<file path="config.mk">
export PLATFORM = sky130hd
export DESIGN_NAME = csr_event_sequencer
export DESIGN_NICKNAME = d
export VERILOG_FILES = /design/src/rtl/csr_event_sequencer.sv
export SDC_FILE = /design/constraint.sdc
export NUM_CORES = 1
export LEC_CHECK = 0
export BUFFER_PORTS_ARGS = -buffer_cell sky130_fd_sc_hd__buf_2
export CAP_MARGIN = 40
export CORE_ASPECT_RATIO = 1.25
export CORE_MARGIN = 2
export CORE_UTILIZATION = 30
export DETAILED_ROUTE_END_ITERATION = 16
export SLEW_MARGIN = 30
export SYNTH_ARGS = -nofsm -noshare
export SYNTH_HDL_FRONTEND = slang
export SYNTH_SLANG_ARGS = --single-unit
</file>
<file path="constraint.sdc">
create_clock -name clk -period 1.82 [get_ports clk]
set_clock_uncertainty 0.1 [all_clocks]
set_input_delay 0.364 -clock clk [delete_from_list [all_inputs] [get_ports clk]]
set_output_delay 0.364 -clock clk [all_outputs]
set_load 0.02 [all_outputs]
</file>
<file path="src/rtl/csr_event_sequencer.sv">
// Serialises interrupt triggers, governor axlevel updates, software CSR writes and traps
// so that the CSR unit sees at most one state update per cycle.
module csr_event_sequencer #(
  parameter int AX_LEVEL_WIDTH = 3,
  parameter int INT_CODE_WIDTH = 4,
  parameter int ARM_TIMEOUT    = 1023
) (
  input  logic                      clk,
  input  logic                      rst_n,
  input  logic                      mstatusMIE,
  input  logic                      mieMTIE,
  input  logic                      mieMEIE,
  input  logic                      reqTimerInterrupt,
  input  logic                      reqExternalInterrupt,
  input  logic                      safePoint,
  input  logic                      triggerExcpt,
  input  logic                      csrWE,
  input  logic                      csrWriteIsAxLevel,
  input  logic                      flushDone,
  input  logic                      axReqValid,
  input  logic [AX_LEVEL_WIDTH-1:0] axReqData,
  output logic                      axReqReady,
  output logic                      triggerInterrupt,
  output logic [INT_CODE_WIDTH-1:0] interruptCode,
  output logic                      axLevelEn,
  output logic [AX_LEVEL_WIDTH-1:0] axLevelData,
  output logic [7:0]                axDropCount,
  output logic                      armTimeout
);

  localparam int CNT_W = $clog2(ARM_TIMEOUT + 1);
  localparam logic [CNT_W-1:0]          CNT_MAX  = CNT_W'(ARM_TIMEOUT);
  localparam logic [INT_CODE_WIDTH-1:0] CODE_MEI = INT_CODE_WIDTH'(11);
  localparam logic [INT_CODE_WIDTH-1:0] CODE_MTI = INT_CODE_WIDTH'(7);

  typedef enum logic [1:0] {IDLE, ARMED, FLUSH} state_t;

  state_t                    state_reg, state_next;
  logic [CNT_W-1:0]          arm_cnt_reg, arm_cnt_next;
  logic                      arm_timeout_reg, arm_timeout_next;
  logic                      ax_pend_valid_reg, ax_pend_valid_next;
  logic [AX_LEVEL_WIDTH-1:0] ax_pend_data_reg, ax_pend_data_next;
  logic [7:0]                ax_drop_cnt_reg, ax_drop_cnt_next;

  logic ext_req, tmr_req, pending, fire_ok;
  logic sw_ax_write, blocked, ax_en, ax_drop, ax_ready, ax_accept;
  logic [INT_CODE_WIDTH-1:0] sel_code;

  assign ext_req  = mieMEIE & reqExternalInterrupt;
  assign tmr_req  = mieMTIE & reqTimerInterrupt;
  assign pending  = mstatusMIE & (ext_req | tmr_req);
  assign sel_code = ext_req ? CODE_MEI : CODE_MTI;
  // A trap or CSR write owns this cycle's update slot, so the interrupt waits.
  assign fire_ok  = (state_reg == ARMED) & pending & safePoint & ~triggerExcpt & ~csrWE;

  always_ff @(posedge clk or negedge rst_n) begin
    if (!rst_n) begin
      state_reg   <= IDLE;
      arm_cnt_reg <= '0;
    end else begin
      state_reg   <= state_next;
      arm_cnt_reg <= arm_cnt_next;
    end
  end

  always_comb begin
    state_next   = state_reg;
    arm_cnt_next = '0;
    case (state_reg)
      IDLE:  if (pending) state_next = ARMED;
      ARMED: begin
        if (!pending) begin
          state_next = IDLE;
        end else if (fire_ok) begin
          state_next = FLUSH;
        end else begin
          arm_cnt_next = (arm_cnt_reg == CNT_MAX) ? arm_cnt_reg : arm_cnt_reg + 1'b1;
        end
      end
      FLUSH: if (flushDone) state_next = IDLE;
      default: state_next = IDLE;
    endcase
  end

  always_comb begin
    triggerInterrupt = fire_ok;
    interruptCode    = fire_ok ? sel_code : '0;
  end

  assign arm_timeout_next = arm_timeout_reg | ((state_reg == ARMED) & (arm_cnt_reg == CNT_MAX));

  assign sw_ax_write = csrWE & csrWriteIsAxLevel;
  assign blocked     = sw_ax_write | triggerExcpt | fire_ok;
  assign ax_en       = ax_pend_valid_reg & ~blocked;
  assign ax_drop     = ax_pend_valid_reg & sw_ax_write;
  assign ax_ready    = ~ax_pend_valid_reg | ax_en;
  assign ax_accept   = axReqValid & ax_ready;

  // A fresh accept overrides drain/drop so a new entry is never lost.
  always_comb begin
    ax_pend_valid_next = ax_pend_valid_reg;
    ax_pend_data_next  = ax_pend_data_reg;
    if (ax_en | ax_drop) ax_pend_valid_next = 1'b0;
    if (ax_accept) begin
      ax_pend_valid_next = 1'b1;
      ax_pend_data_next  = axReqData;
    end
  end

  assign ax_drop_cnt_next = (ax_drop && ax_drop_cnt_reg != 8'hFF) ? ax_drop_cnt_reg + 8'd1
                                                                  : ax_drop_cnt_reg;

  always_ff @(posedge clk or negedge rst_n) begin
    if (!rst_n) begin
      arm_timeout_reg   <= 1'b0;
      ax_pend_valid_reg <= 1'b0;
      ax_pend_data_reg  <= '0;
      ax_drop_cnt_reg   <= '0;
    end else begin
      arm_timeout_reg   <= arm_timeout_next;
      ax_pend_valid_reg <= ax_pend_valid_next;
      ax_pend_data_reg  <= ax_pend_data_next;
      ax_drop_cnt_reg   <= ax_drop_cnt_next;
    end
  end

  assign axReqReady  = ax_ready;
  assign axLevelEn   = ax_en;
  assign axLevelData = ax_pend_data_reg;
  assign axDropCount = ax_drop_cnt_reg;
  assign armTimeout  = arm_timeout_reg;

endmodule

</file>
==> results of run 1 <==
layout make-up:
class / count / area, sq um
Clock buffer: 4 / 45.04
Fill cell: 419 / 2366
Inverter: 4 / 15.01
Multi-Input combinational cell: 80 / 696.9
Sequential cell: 25 / 625.6
Tap cell: 56 / 70.07
Timing Repair Buffer: 43 / 280.3
Yosys cell counts, types with 2 or more instances:
cell type	count	area, sq um
inv_1	4	15.01
nor2_1	7	26.28
o21ai_0	2	10.01
a21oi_1	3	15.01
buf_4	2	15.01
nand3_1	8	40.04
or3_1	2	12.51
nand2_1	6	22.52
xnor2_1	5	43.79
xor2_1	7	61.31
and3_1	3	18.77
mux2_4	3	45.04
a31oi_2	2	25.02
nor3_1	2	10.01
ha_1	2	25.02
dfrtp_1	25	625.6
nand4_1	3	18.77
cell families after synthesis:
kind of cell    count (synthesis)  share of synthesized area
simple gates                   40                     0.1898
flops                          25                     0.4840
compound gates                 21                     0.1472
xor+xnor                       12                    0.08132
buf+inv                         7                    0.02709
mux                             5                    0.05130
fa+ha+maj                       2                    0.01936
worst paths after layout:
| check | startpoint | end | depth (start not counted) |
|---|---|---|---|
| max | state_reg[1]$_DFFE_PN0P_ | interruptCode[3] | 5 |
| min | flushDone | state_reg[1]$_DFFE_PN0P_ | 2 |
| max reg2reg | state_reg[1]$_DFFE_PN0P_ | axLevelData[1]$_DFFE_PN0P_ | 5 |
| min reg2reg | armTimeout$_DFF_PN0_ | armTimeout$_DFF_PN0_ | 1 |
| max in group asynchronous | rst_n | arm_cnt_reg[6]$_DFFE_PN0P_ | 2 |
| min in group asynchronous | rst_n | axDropCount[0]$_DFFE_PN0P_ | 2 |
through the flow:
step | TNS, ns | worst slack, ns | area (sq um)
after floorplan | 0 | 0.02951 | 1297
after global placement | 0 | 0.02417 | 1548
after detailed placement | 0 | 0.01897 | 1548
after CTS | -0.5111 | -0.1106 | 1687
after global routing | -0.7952 | -0.1524 | 1733
final | -0.3687 | -0.08358 | 1733
layer usage:
layer / track usage / part of all wire / vias up / routed length [microns]
met2: 0.2097 / 0.51 / 26 / 1440
met1: 0.1391 / 0.43 / 496 / 1199
li1: - / - / 500 / -
met5: 0 / 0 / - / 0
met4: 0.06667 / 0.024 / 0 / 66
met3: 0.01449 / 0.034 / 5 / 94
where the power goes:
group | switching (W) | internal, W
registers | 0.0000708 | 0.000626
logic | 0.000224 | 0.000170
clock network | 0.000175 | 0.000157
what timing repair did:
| item | CTS | global route |
|---|---|---|
| endpoints found under the setup margin | 7 | 9 |
| setup buffers | 3 | 1 |
| endpoints found under the hold margin | 25 | 0 |
| hold buffers | 1 | 0 |
| cloned | 0 | 0 |
| pin swaps | 4 | 3 |
| gates resized for setup | 18 | 6 |
worst max-delay path, delay by kind of cell (launching register included):
family / cells / cell delay [ns]
simple gates: 3 / 0.58
flops: 1 / 0.38
buf+inv: 2 / 0.20
==> flow_summary_export.csv, run 1 <==
group,metric,value,unit
place,io_buffers,34,
floorplan,io_pins,35,
setup_path,cp.arrival,1.44,ns
floorplan,dieArea,0.004853,sq mm
cells_and_area,fin_cells,212,
yosys,synth_edf_count,0,
cts,cts_buffers,3,
outcome,violations,"setup timing",
floorplan,rows,26,
power_and_ir_drop,p_per_area,821.0,mW/mm^2
routing,drc,0,
cts,clkTransAtPathRegs,0.08,ns
global_routing,grt_pass1_wl,4.657,mm
setup_path,cp-end-kind,"output pin",
sta,post-route-min-period,1.904,ns
setup_path,worstSetupPathType,"reg2out",
cts,cts_buffer_depth,2,
cells_and_area,fin_nets,175,
routing,drtAntennaViolNets,0,
setup_path,slowest_stage,"dfrtp_1",
global_routing,grt_pass1_vias,1032,
sta,clock.fmax,0.5253,GHz
floorplan,die_y,77.39,microns
yosys,postSynthCellCount,112,
cells_and_area,area_delta_synth_final,34.08,%
sta,finalMaxSlewViolations,0,
yosys,synth_warnings,0,
floorplan,die_w,62.71,microns
global_routing,grt_antenna_before_repair,0,
outcome,status,"finished with violations",
setup_path,path_cells,"and3b_4 -> nand3_4 -> inv_2 -> and3_4 -> buf_6",
sta,rsz0062_at_grt,"true",
yosys,synthFlopType,"dfrtp_1",
yosys,postSynthRegisterBits,25,
yosys,seq_area_frac_synth,0.4840,
place,dp_cells,203,
place,gp_congestion,0.8215,
setup_path,max_stage_delay,0.38,ns
power_and_ir_drop,ir_drop,0.5479,mV
routing,routed_wl,2.801,mm
yosys,synth.avg_cell_area,11.54,sq um
setup_path,start_kind,"register",
cts,root_buffer,"clkbuf_8",
run,drv_cap,0,
floorplan,start_util,0.3153,
setup_path,cp_max_fo,3,
setup_path,r2r_setup_slack,0.10,ns
yosys,synth_area,0.001292,sq mm
yosys,synth.distinct_cells,43,
cells_and_area,diodes,0,
place,hpwlAfterDp,2.033,mm
sta,setup_viol,6,
routing,vias,1027,
sta,relSlewSlack,0.6322,
cts,clock_latency,0.27,ns
sta,hold_viol,0,
sta,layout_setup_ws,-0.08358,ns
global_routing,grt_util_all_layers,0.1190,
cells_and_area,largest_reg_flops,10,
cells_and_area,post-route-util,0.4228,
cts,cts_tree,"yes",
floorplan,core,0.004099,sq mm
sta,worst_pin_slew,0.5517,ns
sta,whs,0.1571,ns
routing,drt_first_pass_iters,4,
power_and_ir_drop,power,0.001423,W
yosys,synth_nets,130,
setup_path,required,1.36,ns
min_path,hp-class,"in2reg",
cells_and_area,layout-drive-gt1-share,0.4359,
cts,clkSinkCount,25,
yosys,ys_async_sr_fraction,1.000,
cells_and_area,layout_commonest_cell,"buf_2",
global_routing,grt_overflow,0,
routing,vias_per_cell,4.844,
power_and_ir_drop,p_leak,0.7955,nW
global_routing,grt_max_degree,26,
sta,post-route-period-util,1.046,
cells_and_area,final_cell_mix,"buf_2 (27), dfrtp_1 (25), buf_4 (9)",
routing,drt_iter0_drc,53,
routing,avgRoutedWirePerCell,13.21,microns
cts,htreeDepth,1,
Note: power is estimated with default switching activity, not from simulation.
==> inputs of run 2 (changes only) <==
- GPL_TIMING_DRIVEN: default -> 0
==> flow_summary_export.csv, run 2 (synthesis gave the netlist of run 1 again) <==
group,metric,value,unit
outcome,status,"finished with violations",
outcome,violations,"setup timing",
cells_and_area,largest_reg_flops,10,
setup_path,r2r_setup_slack,0.06,ns
sta,post-route-min-period,1.974,ns
global_routing,grt_antenna_before_repair,0,
routing,avgRoutedWirePerCell,12.99,microns
global_routing,grt_pass1_wl,4.781,mm
cells_and_area,fillCellCount,430,
global_routing,grt_pass1_vias,1062,
cells_and_area,fin_cells,215,
cts,cts_tree,"yes",
routing,drtAntennaViolNets,0,
cells_and_area,fin_nets,178,
run,drv_cap,0,
sta,finalMaxSlewViolations,0,
place,dp_cells,202,
min_path,hold_depth,2,
setup_path,worst_r2r_path_depth,5,
power_and_ir_drop,p_leak,0.8057,nW
floorplan,rows,26,
setup_path,cp.arrival,1.51,ns
cells_and_area,multiInputGateArea,689.4,sq um
global_routing,grt_max_degree,26,
cts,clock_latency,0.27,ns
routing,vias_per_cell,4.851,
place,hpwlAfterDp,1.924,mm
sta,whs,0.1694,ns
floorplan,dieArea,0.004853,sq mm
cells_and_area,area_delta_synth_final,35.82,%
global_routing,grt_overflow,0,
sta,clock.fmax,0.5065,GHz
setup_path,start_kind,"register",
power_and_ir_drop,p_per_area,812.5,mW/mm^2
cts,clkTransAtPathRegs,0.09,ns
setup_path,cp-end-kind,"output pin",
sta,post-route-period-util,1.085,
routing,routed_wl,2.792,mm
routing,vias,1043,
global_routing,grt_util_all_layers,0.1185,
sta,worst_pin_slew,0.5677,ns
setup_path,worstSetupPathType,"reg2out",
min_path,hp-class,"in2reg",
setup_path,timing.rr.end,"axLevelData[2]$_DFFE_PN0P_",
power_and_ir_drop,ir_drop,0.5868,mV
setup_path,cp_max_fo,4,
cells_and_area,post-route-util,0.4283,
sta,layout_setup_ws,-0.1544,ns
setup_path,required,1.36,ns
power_and_ir_drop,power,0.001426,W
cells_and_area,layout_commonest_cell,"buf_2",
power_and_ir_drop,seqPwrFrac,0.488,
setup_path,reg2reg_from,"state_reg[1]$_DFFE_PN0P_",
cts,cts_buffer_depth,2,
sta,hold_viol,0,
cts,root_buffer,"clkbuf_8",
cts,clkSinkCount,25,
place,io_buffers,34,
floorplan,core,0.004099,sq mm
sta,setup_viol,7,
cells_and_area,final_cell_mix,"buf_2 (28), dfrtp_1 (25), buf_4 (10)",
place,gp_congestion,0.8028,
cells_and_area,diodes,0,
floorplan,die_y,77.39,microns
power_and_ir_drop,p_switching,0.0004724,W
floorplan,die_w,62.71,microns
cells_and_area,layout-drive-gt1-share,0.4340,
sta,rsz0062_at_grt,"true",
power_and_ir_drop,p_int,0.0009538,W
power_and_ir_drop,p_sw_frac,0.3313,
min_path,hold_start,"flushDone",
sta,relSlewSlack,0.6216,
power_and_ir_drop,power_frac_comb,0.278,
cells_and_area,seq_area,625.6,sq um
routing,drt_first_pass_iters,4,
floorplan,io_pins,35,
power_and_ir_drop,clkPwrFrac,0.235,
min_path,worstHoldEndpoint,"state_reg[1]$_DFFE_PN0P_",
routing,drt_iter0_drc,62,
floorplan,start_util,0.3153,
cts,cts_buffers,3,
cts,htreeDepth,1,
routing,drc,0,
run 2: worst max-delay path by stage:
| stage | from | endpoint | slack (ns) |
|---|---|---|---|
| after global routing | state_reg[1]$_DFFE_PN0P_ | interruptCode[3] | -0.21 |
| after detailed placement | triggerExcpt | interruptCode[3] | -0.09 |
| after floorplan | axDropCount[0]$_DFFE_PN0P_ | axDropCount[1]$_DFFE_PN0P_ | 0.03 |
| after CTS | state_reg[1]$_DFFE_PN0P_ | interruptCode[3] | -0.14 |
| final | state_reg[1]$_DFFE_PN0P_ | interruptCode[3] | -0.15 |
| after global placement | triggerExcpt | interruptCode[3] | -0.08 |
run 2: power groups by stage:
stage | clock [W] | sequential [W] | combinational [W]
floorplan | 0 | 0.000785 | 0.000133
global placement | 0 | 0.000708 | 0.000337
detailed placement | 0 | 0.000714 | 0.000345
CTS | 0.000348 | 0.000705 | 0.000361
global route | 0.000380 | 0.000710 | 0.000430
finish | 0.000334 | 0.000696 | 0.000396
run 2: area by class of cell:
cell class,instances,share of cell area
clock inverters,1,0.004277
multi-input cells,80,0.3927
well taps,56,0.03991
clock buffers,3,0.02352
flip-flops and latches,25,0.3564
plain buffers,3,0.01140
inverters,4,0.009979
repair buffers,43,0.1618
run 2: stage by stage:
stage          setup slack (ns)  setup TNS [ns]  cell area (sq um)
6_report                -0.1544         -0.6844               1755
4_1_cts                 -0.1378         -0.7072               1689
3_5_place_dp           -0.08916         -0.1399               1538
2_1_floorplan           0.02951               0               1297
3_3_place_gp           -0.08249         -0.1166               1538
5_1_grt                 -0.2106          -1.092               1755
run 2: routing by layer:
| metal | part of all wire | wire length, microns | global-route usage |
|---|---|---|---|
| met4 | 0.0097 | 27 | 0.04667 |
| met1 | 0.45 | 1249 | 0.1508 |
| met2 | 0.50 | 1406 | 0.2022 |
| met3 | 0.039 | 109 | 0.01739 |
| met5 | 0 | 0 | 0 |
run 2: critical path, stage by stage, from the launching register on:
cell	delay, ns
dfrtp_1	0.41
and3b_4	0.34
nand3_4	0.10
inv_4	0.10
and3_4	0.18
buf_6	0.11
run 2: what timing repair did:
action / 4_1_cts / 5_1_grt
gates resized for setup: 18 / 6
pin swaps: 5 / 3
buffers inserted: 3 / 5
hold buffers: 1 / 0
setup endpoints to repair: 8 / 11
endpoints found under the hold margin: 25 / 0
